File: config.mk
export PLATFORM = sky130hd
export DESIGN_NAME = uart_rx
export DESIGN_NICKNAME = d
export VERILOG_FILES = /design/src/rtl/uart_pkg.sv /design/src/rtl/bit_sync.sv /design/src/rtl/uart_rx.sv
export SDC_FILE = /design/constraint.sdc
export NUM_CORES = 1
export LEC_CHECK = 0
export CAP_MARGIN = 10
export CORE_AREA = 2 2 72 74
export DETAILED_ROUTE_END_ITERATION = 16
export DIE_AREA = 0 0 74 76
export PLACE_DENSITY = 0.49
export SLEW_MARGIN = 20
export SYNTH_ARGS = -nofsm -noshare
export SYNTH_HDL_FRONTEND = slang
export SYNTH_HIERARCHICAL = 1
export SYNTH_SLANG_ARGS = --single-unit
File: constraint.sdc
create_clock -name clk -period 3.6 [get_ports clk]
set_input_delay 0.72 -clock clk [delete_from_list [all_inputs] [get_ports clk]]
set_output_delay 0.72 -clock clk [all_outputs]
set_load 0.1 [all_outputs]
File: src/rtl/uart_pkg.sv
// Shared UART definitions: FSM state encoding, frame width and default baud divisor.
// Used by the receiver and the future transmitter.
package uart_pkg;

    localparam int unsigned DATA_BITS            = 8;
    localparam int unsigned CLKS_PER_BIT_DEFAULT = 434;

    typedef enum logic [2:0] {
        IDLE,
        START,
        DATA,
        PARITY,
        STOP,
        BREAK
    } uart_state_t;

    function automatic logic even_parity(input logic [DATA_BITS-1:0] d);
        return ^d;
    endfunction

endpackage

File: src/rtl/bit_sync.sv
// N-flop synchronizer for a single asynchronous input; flops reset to RESET_VAL.
// Also intended for the KEY inputs.
module bit_sync #(
    parameter int unsigned N         = 2,
    parameter logic        RESET_VAL = 1'b1
) (
    input  logic clk,
    input  logic rst_n,
    input  logic d,
    output logic q
);

    logic [N-1:0] sync_q;

    always_ff @(posedge clk or negedge rst_n) begin
        if (!rst_n) begin
            sync_q <= {N{RESET_VAL}};
        end else begin
            sync_q <= {sync_q[N-2:0], d};
        end
    end

    assign q = sync_q[N-1];

endmodule

File: src/rtl/uart_rx.sv
// 8N1 UART receiver with valid/ready byte output, framing-error and overrun pulses.
// Define UART_RX_PARITY_EN to add an even-parity bit and the parity_err pulse.
module uart_rx
    import uart_pkg::*;
#(
    parameter int unsigned CLKS_PER_BIT = CLKS_PER_BIT_DEFAULT,
    parameter int unsigned SYNC_STAGES  = 2
) (
    input  logic                 clk,
    input  logic                 rst_n,
    input  logic                 rx,
    output logic [DATA_BITS-1:0] data_out,
    output logic                 data_valid,
    input  logic                 data_ready,
    output logic                 frame_err,
    output logic                 overrun,
    output logic                 parity_err
);

    localparam int unsigned CW = $clog2(CLKS_PER_BIT);
    localparam int unsigned BW = $clog2(DATA_BITS);
    localparam logic [CW-1:0] BAUD_LAST = CW'(CLKS_PER_BIT - 1);
    localparam logic [CW-1:0] BAUD_MID  = CW'(CLKS_PER_BIT / 2 - 1);
    localparam logic [BW-1:0] BIT_LAST  = BW'(DATA_BITS - 1);

    logic                 rxs;
    uart_state_t          state;
    logic [CW-1:0]        baud_cnt;
    logic [BW-1:0]        bit_cnt;
    logic [DATA_BITS-1:0] shift_reg;
    logic                 baud_done;
    logic                 still_held;

    bit_sync #(
        .N         (SYNC_STAGES),
        .RESET_VAL (1'b1)
    ) u_rx_sync (
        .clk   (clk),
        .rst_n (rst_n),
        .d     (rx),
        .q     (rxs)
    );

    assign baud_done  = (baud_cnt == BAUD_LAST);
    // A byte accepted on this edge frees the output register for a byte completing on the same edge.
    assign still_held = data_valid & ~data_ready;

`ifdef UART_RX_PARITY_EN
    logic par_bit;
`else
    assign parity_err = 1'b0;
`endif

    always_ff @(posedge clk or negedge rst_n) begin
        if (!rst_n) begin
            state      <= IDLE;
            baud_cnt   <= '0;
            bit_cnt    <= '0;
            shift_reg  <= '0;
            data_out   <= '0;
            data_valid <= 1'b0;
            frame_err  <= 1'b0;
            overrun    <= 1'b0;
`ifdef UART_RX_PARITY_EN
            parity_err <= 1'b0;
            par_bit    <= 1'b0;
`endif
        end else begin
            frame_err <= 1'b0;
            overrun   <= 1'b0;
`ifdef UART_RX_PARITY_EN
            parity_err <= 1'b0;
`endif
            if (data_valid && data_ready) begin
                data_valid <= 1'b0;
            end

            case (state)
                IDLE: begin
                    baud_cnt <= '0;
                    if (!rxs) begin
                        state <= START;
                    end
                end

                START: begin
                    if (baud_cnt == BAUD_MID) begin
                        baud_cnt <= '0;
                        bit_cnt  <= '0;
                        state    <= rxs ? IDLE : DATA;
                    end else begin
                        baud_cnt <= baud_cnt + 1'b1;
                    end
                end

                DATA: begin
                    if (baud_done) begin
                        baud_cnt  <= '0;
                        shift_reg <= {rxs, shift_reg[DATA_BITS-1:1]};
                        if (bit_cnt == BIT_LAST) begin
`ifdef UART_RX_PARITY_EN
                            state <= PARITY;
`else
                            state <= STOP;
`endif
                        end else begin
                            bit_cnt <= bit_cnt + 1'b1;
                        end
                    end else begin
                        baud_cnt <= baud_cnt + 1'b1;
                    end
                end

`ifdef UART_RX_PARITY_EN
                PARITY: begin
                    if (baud_done) begin
                        baud_cnt <= '0;
                        par_bit  <= rxs;
                        state    <= STOP;
                    end else begin
                        baud_cnt <= baud_cnt + 1'b1;
                    end
                end
`endif

                STOP: begin
                    if (baud_done) begin
                        baud_cnt <= '0;
                        if (!rxs) begin
                            frame_err <= 1'b1;
                            state     <= BREAK;
                        end else begin
                            state <= IDLE;
`ifdef UART_RX_PARITY_EN
                            if (par_bit != even_parity(shift_reg)) begin
                                parity_err <= 1'b1;
                            end else if (still_held) begin
                                overrun <= 1'b1;
                            end else begin
                                data_out   <= shift_reg;
                                data_valid <= 1'b1;
                            end
`else
                            if (still_held) begin
                                overrun <= 1'b1;
                            end else begin
                                data_out   <= shift_reg;
                                data_valid <= 1'b1;
                            end
`endif
                        end
                    end else begin
                        baud_cnt <= baud_cnt + 1'b1;
                    end
                end

                BREAK: begin
                    baud_cnt <= '0;
                    if (rxs) begin
                        state <= IDLE;
                    end
                end

                default: begin
                    state    <= IDLE;
                    baud_cnt <= '0;
                end
            endcase
        end
    end

endmodule

# ---- Word level (Yosys, flattened, before mapping)
# Cells that the tools add are included.
dict set report op_classes {
  add_sub_neg 2
  n_mul 0
  n_div 0
  magnitude_cmp 0
  eq_ne 14
  shifts 0
  mux 28
  n_bitwise 3
  n_reduce_logical 8
}
# cell count
set op_table {}
lappend op_table {{$mux W3} 10}
lappend op_table {{$mux W9} 2}
lappend op_table {{$pmux W9 S2} 1}
lappend op_table {{$pmux W3 S5} 1}
lappend op_table {{$mux W1} 12}
lappend op_table {{$ne A2 B2 Y1 const B} 6}
lappend op_table {{$add A9 B1 Y9 const B} 1}
lappend op_table {{$eq A3 B3 Y1 const B} 3}
lappend op_table {{$eq A9 B8 Y1 const B} 1}
lappend op_table {{$eq A9 B9 Y1 const B} 1}
lappend op_table {{$reduce_and A4 Y1} 2}
lappend op_table {{$pmux W3 S2} 1}
lappend op_table {{$reduce_and A6 Y1} 1}
lappend op_table {{$add A3 B1 Y3 const B} 1}
lappend op_table {{$eq A3 B1 Y1 const B} 1}
lappend op_table {{$eq A3 B2 Y1 const B} 1}
lappend op_table {{$logic_not A3 Y1} 1}
lappend op_table {{$mux W2} 1}
lappend op_table {{$ne A2 B1 Y1 const B} 1}
lappend op_table {{$not A1 Y1} 2}
lappend op_table {{$reduce_and A2 Y1} 1}
lappend op_table {{$reduce_bool A2 Y1} 1}
lappend op_table {{$reduce_or A2 Y1} 1}
lappend op_table {{$and A1 B1 Y1} 1}
lappend op_table {{$logic_and A1 B1 Y1} 1}
dict set report word_totals {
  register_bits 36
  latchBits 0
  mem_bits_rw 0
  rom_bits 0
  input_bits 4
  out_inout_bits 12
  elab_cells 64
  n_memories 0
}

# ---- Depth between registers and ports, before layout
dict set report depth {
  ltp_word 6
  ltp_mapped 7
  mapped_depth_nobuf 6
}

# ---- Hierarchy
# Netlist, hierarchy kept.
# mod instances cells_per_inst area_per_inst_um2 seq_area_each_um2
set by_module_without_submodules {}
lappend by_module_without_submodules {uart_rx 1 129 1577.8 850.8}
lappend by_module_without_submodules {bit_sync 1 2 52.6 52.6}

# ---- Least setup slack after synthesis
# No wires, ideal clock.
dict set report synth_timing {
  path_type {flip-flop to flip-flop}
  from {register baud_cnt[1]}
  to {register bit_cnt[0]}
  setup_ns 0.125
  arrival_ns 1.928
  required_ns 3.475
  slack_ns 1.547
  path_stages_with_launch 8
  path_buffers 1
  period_less_slack_ns 2.053
  path_cell_list {dfrtp_1 -> inv_1 -> ha_1 -> nand4b_4 -> or4_1 -> buf_2 -> o32ai_4 -> mux2_4}
}
dict set report synth_via {
  elab_chain_cells 3
  elab_cells_between_ends 5
  cone_classes {4 x eq/ne; 1 x reduce/logical}
}
# item line
set synth_rtl {}
lappend synth_rtl {{from (decl)} uart_rx.sv:28} ;# logic [CW-1:0] baud_cnt;
lappend synth_rtl {{from (signal assigned)} uart_rx.sv:92} ;# baud_cnt <= baud_cnt + 1'b1;
lappend synth_rtl {{from (signal assigned)} uart_rx.sv:110} ;# baud_cnt <= baud_cnt + 1'b1;
lappend synth_rtl {{from (signal assigned)} uart_rx.sv:153} ;# baud_cnt <= baud_cnt + 1'b1;
lappend synth_rtl {{$eq A9 B8 Y1 / $eq A9 B9 Y1 (equally long branches)} {uart_rx.sv:87, uart_rx.sv:44}}
lappend synth_rtl {{$ne A2 B2 Y1 (no line)} n/a}
lappend synth_rtl {{$reduce_and A4 Y1 (no line) (*)} n/a}
lappend synth_rtl {{to (signal assigned)} uart_rx.sv:107} ;# bit_cnt <= bit_cnt + 1'b1;
lappend synth_rtl {{to (decl)} uart_rx.sv:29} ;# logic [BW-1:0] bit_cnt;
# Every way passes the cells marked *; elsewhere a longest branch is shown, timed or not.
# A chain may end at the register's enable or synchronous reset.

# ---- Worst setup path after layout
dict set report layout_timing {
  from {register data_out[1]}
  to {output data_out[1]}
}
# item line
set layout_rtl {}
lappend layout_rtl {{from (decl)} uart_rx.sv:12} ;# output logic [DATA_BITS-1:0] data_out,
lappend layout_rtl {{from (signal assigned)} uart_rx.sv:147} ;# data_out <= shift_reg;
# No word-level cell between the ends.

==> qor.yml <==
critical_path:
  reg2reg_slack_ps: 1380
  path_delay_family: "buffers and inverters"
  critPathCaptureType: "output port"
  r2r_cells: 6
  cp_num_cells: 1
  cpPeakStageDelay_ps: 1130
  worstPathCellList: "clkdlybuf4s50_1"
  arrival_ps: 1770
  cp_slowest_cell: "clkdlybuf4s50_1"
  startpoint_type: "flop"
  cp_max_fo: 2
  timing.critical_path.buf_inv: 1
  setup.worst_path.class: "flop to output port"
  required_ps: 2880
global_routing:
  grt_pass1_wl_um: 5002
  grt_usage_pct: 11.69
  first_global_vias: 1052
  grt_max_degree: 37
  antenna_found_initial: 0
  overflow: 0
finish:
  final_cell_mix: "34 x dfrtp_1, 16 x mux2_2, 15 x nor2_1, 14 x clkdlybuf4s50_1"
  fillCellCount: 478
  final_common_cell: "dfrtp_1"
  final_cells: 220
  diodes: 0
  nets: 158
  drive_above_1_share_pct: 22.00
  multi_input_area_um2: 680.7
  area_growth_pct: 19.34
  regArea_um2: 903.4
  design_area_um2: 1946
  largest_reg_flops: 9
synthesis:
  yosysSeqAreaShare_pct: 55.41
  yosysWarnings: 6
  ys_types: 35
  ys_seq_elements: 36
  syn_nets: 140
  syn_area_per_cell_um2: 12.45
  synth.largest_area_cell: "dfrtp_1"
  netlist.area_leader.share_pct: 52.19
  synth_area_um2: 1630
  ys_top_cells_by_area: "dfrtp_1 52%, mux2_2 11%, ha_1 3.8%"
  synthCells: 131
timing:
  finalSetupViolations: 0
  finalCriticalPeriod_ps: 2495
  rsz0062_at_grt: "no"
  clock_skew_ps: 7.136
  slew_headroom_pct: 35.42
  fmax_ghz: 0.4008
  hold_violations: 0
  slew_viol_final: 0
  holdWs_ps: 369.5
  tightestPinTransition_ps: 965.7
  fin_crit_sh_pct: 69.30
  tns_ps: 0
clocking:
  tritoncts: "yes"
  clk_latency_ps: 280
  holdBufCountCts: 0
  path_clk_slew_ps: 70
  post_cts.repair.setup_buffers: 0
  h-tree-depth: 2
  clkSinkCount: 36
  post_cts_resized: 0
  cts-root-buf: "clkbuf_8"
  clockBufferDepth: 2
  cts_buffers: 5
power_and_ir_drop:
  p_leak_nw: 0.8657
  irDropWorstVdd_mv: 0.1766
  power.density_nw_per_um2: 396.1
detailed_routing:
  wl_per_cell_um: 13.16
  dr.pass1.iters: 4
  num_vias: 1024
  dr.first_iter.drc_count: 34
  drc_errors: 0
  drtAntennaViolNets: 0
  vias_per_cell: 4.655
  wirelength_um: 2895
floorplan:
  io_pins: 16
  fp-row-count: 26
  die_area_um2: 5624
  core_um2: 4912
  die_h_um: 76
  initial_core_util_pct: 33.19
  die-width_um: 74
placement:
  dp.cells: 212
  detailed_place_hpwl_um: 2051
  place_area_um2: 1838
  portBuffers: 14
  gp_congestion: 0.7877
hold_path:
  holdCritPathClass: "flop to flop"
  min_path_cells: 0
job:
  cap_violations: 0
outcome:
  outcome: "completed"
synthesized netlist by cell type (all sizes together):
master  number
o32ai        2
a21boi       1
ha           5
dfstp        2
nand2        5
nand3        5
xor2         4
inv          5
or4          1
nand2b       5
mux2i        2
buf          4
a21oi        3
xnor2        3
nor4b        1
nand4b       1
nor2b        1
and2         1
conb         1
nor4         2
or2          1
a22oi        1
a31o         1
dfrtp       34
a21o         1
nor2        15
nand4        5
mux2        17
o21ai        2
power breakdown:
group | leakage [nW] | switching [mW] | total [mW] | internal [mW]
Clock | 0.0552 | 0.140 | 0.345 | 0.205
Combinational | 0.329 | 0.0130 | 0.0172 | 0.00428
Sequential | 0.481 | 0.00151 | 0.408 | 0.406
Total | 0.866 | 0.154 | 0.771 | 0.616
layout make-up:
class | instances | share of cell area [%]
clock buffers | 6 | 3.730
clock inverters | 2 | 1.801
inverters | 5 | 0.9646
multi-input cells | 86 | 34.98
flip-flops and latches | 36 | 46.43
well taps | 70 | 4.502
repair buffers | 15 | 7.588
worst paths after layout:
check	to	from
min in group asynchronous	state[2]	rst_n
min	u_rx_sync/sync_q[1]	u_rx_sync/sync_q[0]
max	data_out[1]	data_out[1]
min reg2reg	u_rx_sync/sync_q[1]	u_rx_sync/sync_q[0]
max reg2reg	bit_cnt[0]	baud_cnt[1]
max in group asynchronous	u_rx_sync/sync_q[1]	rst_n
routing by layer:
| layer | part of all wire, % | up-vias | global-route usage (%) |
|---|---|---|---|
| li1 | - | 490 | - |
| met1 | 44 | 503 | 14.93 |
| met2 | 50 | 25 | 17.59 |
| met3 | 4.1 | 6 | 3.704 |
| met4 | 2.1 | 0 | 5.818 |
| met5 | 0 | - | 0 |
cells by family after synthesis:
family	count (synthesis)	synth area share, %
AND/OR/NAND/NOR	43	14.74
flip-flops	36	55.41
multiplexers	19	13.20
AO/OA/AOI/OAI	11	5.987
buffers and inverters	9	2.839
XOR/XNOR	7	3.761
adder cells (fa/ha/maj)	5	3.837
other	1	0.2300
worst register-to-register path, cell delays in order, from the launching register on:
cell and delay, ps:
dfrtp_1 410, inv_1 90, ha_1 190, nand4b_4 110
or4_1 570, o32ai_4 400, mux2_4 340
per-stage QoR:
| stage | setup WS (ps) | util [%] | power [mW] |
|---|---|---|---|
| floorplan | 1547 | - | 0.4216 |
| detailed placement | 1252 | 37.42 | 0.4338 |
| global route | 1048 | 39.61 | 0.8068 |
| global placement | 1358 | 37.42 | 0.4331 |
| finish | 1105 | 39.61 | 0.7706 |
| CTS | 1081 | 39.61 | 0.7852 |
Note: power is estimated with default switching activity, not from simulation.
